### config.mk
export PLATFORM = sky130hd
export DESIGN_NAME = vmicro16_apb_rr_arbiter
export DESIGN_NICKNAME = d
export VERILOG_FILES = /design/src/rtl/vmicro16_apb_rr_arbiter.sv
export SDC_FILE = /design/constraint.sdc
export NUM_CORES = 1
export LEC_CHECK = 0
export BUFFER_PORTS_ARGS = -buffer_cell sky130_fd_sc_hd__buf_2
export CAP_MARGIN = 10
export CORE_UTILIZATION = 44
export DETAILED_ROUTE_END_ITERATION = 8
export HOLD_SLACK_MARGIN = 0.08
export PLACE_DENSITY_LB_ADDON = 0.2
export SYNTH_ARGS = -nofsm -noshare
export SYNTH_HDL_FRONTEND = slang
export SYNTH_SLANG_ARGS = --single-unit
### constraint.sdc
create_clock -name clk -period 3.3 [get_ports clk]
set_clock_uncertainty 0.1 [all_clocks]
set_input_delay 0.33 -clock clk [delete_from_list [all_inputs] [get_ports clk]]
set_output_delay 0.33 -clock clk [all_outputs]
set_load 0.02 [all_outputs]
### src/rtl/vmicro16_apb_rr_arbiter.sv
// Round-robin arbiter multiplexing several core-side APB masters onto one
// upstream APB port, with a PREADY watchdog so a hung slave cannot block the bus.
module vmicro16_apb_rr_arbiter #(
  parameter int                   MASTER_PORTS   = 2,
  parameter int                   BUS_WIDTH      = 16,
  parameter int                   TIMEOUT_CYCLES = 255,
  parameter logic [BUS_WIDTH-1:0] TIMEOUT_DATA   = 16'hDEAD
) (
  input  logic                              clk,
  input  logic                              reset,
  input  logic [MASTER_PORTS*BUS_WIDTH-1:0] S_PADDR,
  input  logic [MASTER_PORTS-1:0]           S_PWRITE,
  input  logic [MASTER_PORTS-1:0]           S_PSELx,
  input  logic [MASTER_PORTS-1:0]           S_PENABLE,
  input  logic [MASTER_PORTS*BUS_WIDTH-1:0] S_PWDATA,
  output logic [MASTER_PORTS*BUS_WIDTH-1:0] S_PRDATA,
  output logic [MASTER_PORTS-1:0]           S_PREADY,
  output logic [BUS_WIDTH-1:0]              M_PADDR,
  output logic                              M_PWRITE,
  output logic                              M_PSEL,
  output logic                              M_PENABLE,
  output logic [BUS_WIDTH-1:0]              M_PWDATA,
  input  logic [BUS_WIDTH-1:0]              M_PRDATA,
  input  logic                              M_PREADY,
  output logic [MASTER_PORTS-1:0]           grant,
  output logic                              timeout_err
);

  localparam int OW      = (MASTER_PORTS > 1) ? $clog2(MASTER_PORTS) : 1;
  localparam int WW      = (TIMEOUT_CYCLES > 1) ? $clog2(TIMEOUT_CYCLES) : 1;
  localparam int WD_LAST = (TIMEOUT_CYCLES > 0) ? TIMEOUT_CYCLES - 1 : 0;
  localparam logic [WW-1:0] WD_LIM = WW'(WD_LAST);

  typedef enum logic [1:0] {IDLE, SETUP, ACCESS} state_t;

  state_t        state, state_nxt;
  logic [OW-1:0] owner, last_owner, pick, rr_idx;
  logic          found;
  logic [WW-1:0] wd_cnt;
  logic          wd_fire, done;

  function automatic logic [OW-1:0] wrap(input int v);
    return OW'(v % MASTER_PORTS);
  endfunction

  function automatic logic [MASTER_PORTS-1:0] onehot(input logic [OW-1:0] i);
    logic [MASTER_PORTS-1:0] r;
    r    = '0;
    r[i] = 1'b1;
    return r;
  endfunction

  // Scan starts just after the previous owner, so the last winner has lowest priority.
  always_comb begin
    found  = 1'b0;
    pick   = '0;
    rr_idx = '0;
    for (int k = 1; k <= MASTER_PORTS; k++) begin
      rr_idx = wrap(int'(last_owner) + k);
      if (!found && S_PSELx[rr_idx]) begin
        found = 1'b1;
        pick  = rr_idx;
      end
    end
  end

  always_comb begin
    state_nxt   = state;
    wd_fire     = 1'b0;
    done        = 1'b0;
    S_PREADY    = '0;
    S_PRDATA    = '0;
    timeout_err = 1'b0;
    M_PSEL      = (state != IDLE);
    M_PENABLE   = (state == ACCESS);
    case (state)
      IDLE:   if (found) state_nxt = SETUP;
      SETUP:  state_nxt = ACCESS;
      ACCESS: begin
        // A ready on the limit cycle wins over the watchdog.
        wd_fire = (TIMEOUT_CYCLES != 0) && (wd_cnt == WD_LIM) && !M_PREADY;
        done    = M_PREADY || wd_fire;
        if (done) begin
          state_nxt = IDLE;
          // Completion is suppressed while reset is held so an aborted
          // transfer never reports ready to its core.
          if (reset) begin
            S_PREADY[owner] = 1'b1;
            S_PRDATA[int'(owner)*BUS_WIDTH +: BUS_WIDTH] = M_PREADY ? M_PRDATA : TIMEOUT_DATA;
            timeout_err = wd_fire;
          end
        end
      end
      default: state_nxt = IDLE;
    endcase
  end

  always_ff @(posedge clk) begin
    if (!reset) begin
      state      <= IDLE;
      owner      <= '0;
      last_owner <= OW'(MASTER_PORTS - 1);
      grant      <= '0;
      M_PADDR    <= '0;
      M_PWDATA   <= '0;
      M_PWRITE   <= 1'b0;
      wd_cnt     <= '0;
    end else begin
      state <= state_nxt;
      case (state)
        IDLE: if (found) begin
          owner    <= pick;
          grant    <= onehot(pick);
          M_PADDR  <= S_PADDR[int'(pick)*BUS_WIDTH +: BUS_WIDTH];
          M_PWDATA <= S_PWDATA[int'(pick)*BUS_WIDTH +: BUS_WIDTH];
          M_PWRITE <= S_PWRITE[pick];
        end
        ACCESS: begin
          if (done) begin
            last_owner <= owner;
            grant      <= '0;
            wd_cnt     <= '0;
          end else begin
            wd_cnt <= wd_cnt + 1'b1;
          end
        end
        default: ;
      endcase
    end
  end

endmodule
# Word level (Yosys, flattened, before mapping)
# Cells that the tools add are included.
dict set report classes {
  eq_ne 6
  div 0
  n_shift 4
  addsub 4
  multipliers 0
  bitwise 1
  mux 32
  n_reduce_logical 14
  order_cmp 6
}
# cell count
set op_table {}
lappend op_table {{32-bit two-way mux} 3}
lappend op_table {{32-bit by 6-bit indexed part select with 16-bit output} 2}
lappend op_table {{5-bit negator with 33-bit output} 1}
lappend op_table {{16-bit by 33-bit variable shift with 32-bit output (first input constant)} 1}
lappend op_table {{16-bit by 33-bit indexed part select with 32-bit output} 1}
lappend op_table {{32-bit bitwise AND} 1}
lappend op_table {{1-bit two-way mux} 16}
lappend op_table {{16-bit two-way mux} 1}
lappend op_table {{2-bit two-way mux} 7}
lappend op_table {{8-bit by 1-bit adder with 8-bit output (second input constant)} 1}
lappend op_table {{8-bit equality test (second input constant)} 1}
lappend op_table {{1-bit by 2-bit less-than comparator with 1-bit output (second input constant)} 4}
lappend op_table {{8-bit two-way mux} 1}
lappend op_table {{2-bit one-hot mux with 3 select lines} 1}
lappend op_table {{2-bit AND reduction} 3}
lappend op_table {{1-bit logical AND} 4}
lappend op_table {{2-bit by 1-bit inequality test with 1-bit output (second input constant)} 2}
lappend op_table {{2-bit one-hot mux with 2 select lines} 1}
lappend op_table {{2-bit nonzero test} 2}
lappend op_table {{3-bit AND reduction} 1}
lappend op_table {{1-bit adder (second input constant)} 2}
lappend op_table {{1-bit demux with 1-bit select} 2}
lappend op_table {{2-bit by 1-bit equality test with 1-bit output (second input constant)} 1}
lappend op_table {{2-bit equality test (second input constant)} 1}
lappend op_table {{5 further kinds} 7}
dict set report totals {
  latchBits 0
  ram_bits 0
  rom_bits 0
  n_memories 0
  regBits 47
  word_cells 75
}

# Logic depth before layout (Yosys ltp)
dict set report depth {
  word_depth 13
  depth_mapped 7
}

# Worst setup path after synthesis
# No wires, ideal clock.
dict set report synth_timing {
  path_type {register to output}
  start {register state[0]}
  end {output S_PRDATA[10]}
  path_stages_with_launch 7
  t_arrival_ps 1435
  slack_ps 1435
  cell_sequence {dfxtp_1 -> nand2b_1 -> inv_2 -> nand3b_2 -> nand2b_4 -> buf_2 -> nor2_1}
}
dict set report synth_via {
  elab_chain_len 2
}
# element line
set synth_rtl {}
lappend synth_rtl {{start, declared} 36} ;# state_t state, state_nxt;
lappend synth_rtl {{start signal, assigned} 109} ;# state <= state_nxt;
lappend synth_rtl {{2-bit equality test} --}
lappend synth_rtl {{named net M_PENABLE} 21} ;# output logic M_PENABLE,
lappend synth_rtl {{32-bit two-way mux} 76} ;# case (state)
lappend synth_rtl {{end, declared} 16} ;# output logic [MASTER_PORTS*BUS_WIDTH-1:0] S_PRDATA,
# The timed path passes the listed nets, and every way through them passes these cells.

# Final worst setup path
dict set report layout_timing {
  start {register state[0]}
  end {output S_PRDATA[9]}
}
dict set report layout_via {
  elab_chain_len 2
}
# element line
set layout_rtl {}
lappend layout_rtl {{2-bit equality test} 76}
lappend layout_rtl {{32-bit two-way mux} 76}
# No other way between the ends.

==> impl_metrics.py <==
metrics = {
    "run_status": {
        "status": "complete, no violations",
    },
    "floorplan": {
        "die_w_um": 73.5,
        "initial_core_util_pct": 46.7,
        "die_area_um2": 5410,
        "fp-row-count": 25,
        "coreArea_um2": 4820,
        "die_height_um": 73.5,
        "io_pins": 161,
    },
    "logic_synthesis": {
        "synth_nets": 343,
        "yosysSeqAreaShare_pct": 41.8,
        "ys_ff_latch": 47,
        "yosysMostFrequentCell": "nor2_1",
        "synth-warning-count": 0,
        "synth_top_area_share_pct": 41.8,
        "synth.area.top_cells": "dfxtp_1, a222oi_1, nor2b_1",
        "ys_async_sr_fraction_pct": 0,
        "synth_edf_count": 0,
        "syn_inst": 252,
        "syn_area_per_cell_um2": 8.93,
        "ys_types": 38,
        "ys.flop_type": "dfxtp_1",
        "syn_area_um2": 2250,
        "yosysTopAreaCell": "dfxtp_1",
        "synthTopCellsByCount": "nor2_1, dfxtp_1, nor2b_1",
    },
    "power": {
        "ir_drop_mv": 0.247,
        "intPower_w": 0.000925,
        "seqPwrFrac_pct": 47.7,
        "switching_power_w": 0.000408,
        "leakage_nw": 1.60,
        "clkPwrFrac_pct": 27.4,
        "power.density_nw_per_um2": 423,
        "switching_share_pct": 30.6,
        "combPwrFrac_pct": 24.9,
    },
    "sta": {
        "tns_ns": 0,
        "setup_ws_ns": 0.922,
        "min_period_over_period_pct": 72.1,
        "hold_violations": 0,
        "holdWs_ns": 0.140,
        "fin_crit_ns": 2.38,
        "worst_pin_slew_ns": 0.500,
        "fmax_mhz": 421,
        "maxSlewViolCount": 0,
        "rsz0062_at_grt": "no",
        "setup_viol": 0,
        "slew_headroom_pct": 66.7,
    },
    "worst_setup_path": {
        "rr_startpoint": "state[0]$_SDFFE_PN0P_",
        "reg2reg_depth": 5,
        "worstPathRequired_ns": 2.87,
        "path_class": "flip-flop to output pin",
        "end_kind": "output pin",
        "worstReg2RegEnd": "M_PADDR[10]$_SDFFE_PN0P_",
        "rrSetupSlack_ns": 1.47,
        "cp_max_fo": 12,
        "crit_arrival_ns": 1.95,
        "start_kind": "flip-flop",
    },
    "cells_and_area": {
        "n_fill_cell": 441,
        "nNetsFinal": 493,
        "area_delta_synth_final_pct": 40.0,
        "fin_cells": 470,
        "drive_above_1_share_pct": 45.2,
        "final_area_um2": 3150,
        "multi_input_area_um2": 1190,
        "diodes": 0,
        "ff_latch_area_um2": 941,
    },
    "clock_network": {
        "numCtsBuffers": 5,
        "tritoncts": "yes",
        "numClockSinks": 47,
        "hold_buffers": 0,
        "htreeDepth": 2,
        "root_buffer": "clkbuf_8",
        "cts_buffer_depth": 2,
        "ctsResizeCount": 0,
        "clk_latency_ns": 0.29,
        "cts_setup_buffers": 0,
        "path_clk_slew_ns": 0.08,
    },
    "grt": {
        "grtUsageTotal_pct": 22.4,
        "grt_pass1_vias": 2094,
        "grt_overflow": 0,
        "antenna_found_initial": 0,
        "grt_pass1_wl_mm": 9.34,
        "grt_start_max_net_pins": 42,
    },
    "detailed_routing": {
        "wl_per_cell_um": 13.0,
        "ant_nets": 0,
        "drc": 0,
        "routed_wl_mm": 6.11,
        "drtPass1Iterations": 6,
        "via_count": 2440,
        "via_per_inst": 5.19,
        "drtIter0Drc": 160,
    },
    "worst_hold_path": {
        "worstHoldPathType": "primary input to flip-flop",
        "hp-start": "S_PADDR[22]",
        "whs_path_depth": 3,
        "min_to": "M_PADDR[6]$_SDFFE_PN0P_",
    },
    "run": {
        "drv_cap": 0,
    },
    "place": {
        "placed_cell_area_um2": 3050,
        "place_ws_ns": 1.27,
        "place.gp.congestion": 0.760,
        "hpwl_mm": 4.56,
        "io_buffers": 158,
        "dp_cells": 462,
    },
}
==> metrics by stage <==
step	util, %	power [W]
2_1_floorplan	-	0.000859
3_3_place_gp	63.4	0.000976
3_5_place_dp	63.4	0.000981
4_1_cts	65.4	0.00134
5_1_grt	65.4	0.00140
6_report	65.4	0.00133
==> cells in the final DEF (no fill, tap or decap), types with 2 or more instances in the layout <==
master,n
buf_2,158
nor2_1,50
dfxtp_1,47
nor2b_1,39
a222oi_1,28
nand2_1,11
clkbuf_8,6
inv_1,5
nand3_1,5
o221ai_1,5
nand2b_1,4
xor2_1,3
and2_1,3
o21a_1,3
xnor2_1,3
buf_4,3
nand2b_4,2
o21ai_2,2
nand4_1,2
o211a_1,2
o21ai_0,2
ha_1,2
==> cells by family after synthesis <==
family	synth area share, %
fa+ha+maj	1.11
flops	41.8
compound gates	19.6
buf+inv	5.39
simple gates	29.8
xor+xnor	2.34
==> cell type report <==
cell class	instances	share of cell area, %
multi-input combinational	181	37.8
sequential	47	29.9
timing repair buffer	161	25.8
tap	67	2.66
clock buffer	6	2.62
inverter	6	0.715
clock inverter	2	0.516
==> registers in the layout (all words and copies together), names as in the netlist <==
| name | flops |
|---|---|
| wd_cnt | 8 |
| M_PWRITE | 1 |
| state | 2 |
| M_PADDR | 16 |
| M_PWDATA | 16 |
| owner | 1 |
| last_owner | 1 |
| grant | 2 |
==> critical path, stage by stage (launching register included) <==
cell and delay [ns]:
dfxtp_1 0.34, nand2b_1 0.37, inv_2 0.24, nand3b_2 0.16, nand2b_4 0.23, nor2_1 0.14
buf_2 0.17
==> power by group through the flow <==
stage	logic, W	registers (W)	clock network (W)
4_1_cts	0.000333	0.000636	0.000374
5_1_grt	0.000365	0.000641	0.000396
2_1_floorplan	0.000161	0.000697	0
6_report	0.000332	0.000636	0.000365
3_5_place_dp	0.000333	0.000648	0
3_3_place_gp	0.000328	0.000648	0
==> how the worst max path moves through the flow <==
stage,startpoint,to,cells after the start
3_5_place_dp,state[0]$_SDFFE_PN0P_,S_PRDATA[5],6
2_1_floorplan,state[0]$_SDFFE_PN0P_,S_PRDATA[10],6
5_1_grt,state[1]$_SDFFE_PN0P_,S_PRDATA[16],6
3_3_place_gp,state[0]$_SDFFE_PN0P_,S_PREADY[0],6
4_1_cts,state[0]$_SDFFE_PN0P_,S_PRDATA[5],6
6_report,state[0]$_SDFFE_PN0P_,S_PRDATA[9],6
==> per-layer routing <==
layer / track usage, % / wire (um)
met4: 9.19 / 136
met1: 25.9 / 2470
met3: 5.90 / 438
met5: 0 / 0
met2: 38.9 / 3070
(Power assumes the default switching activity.)
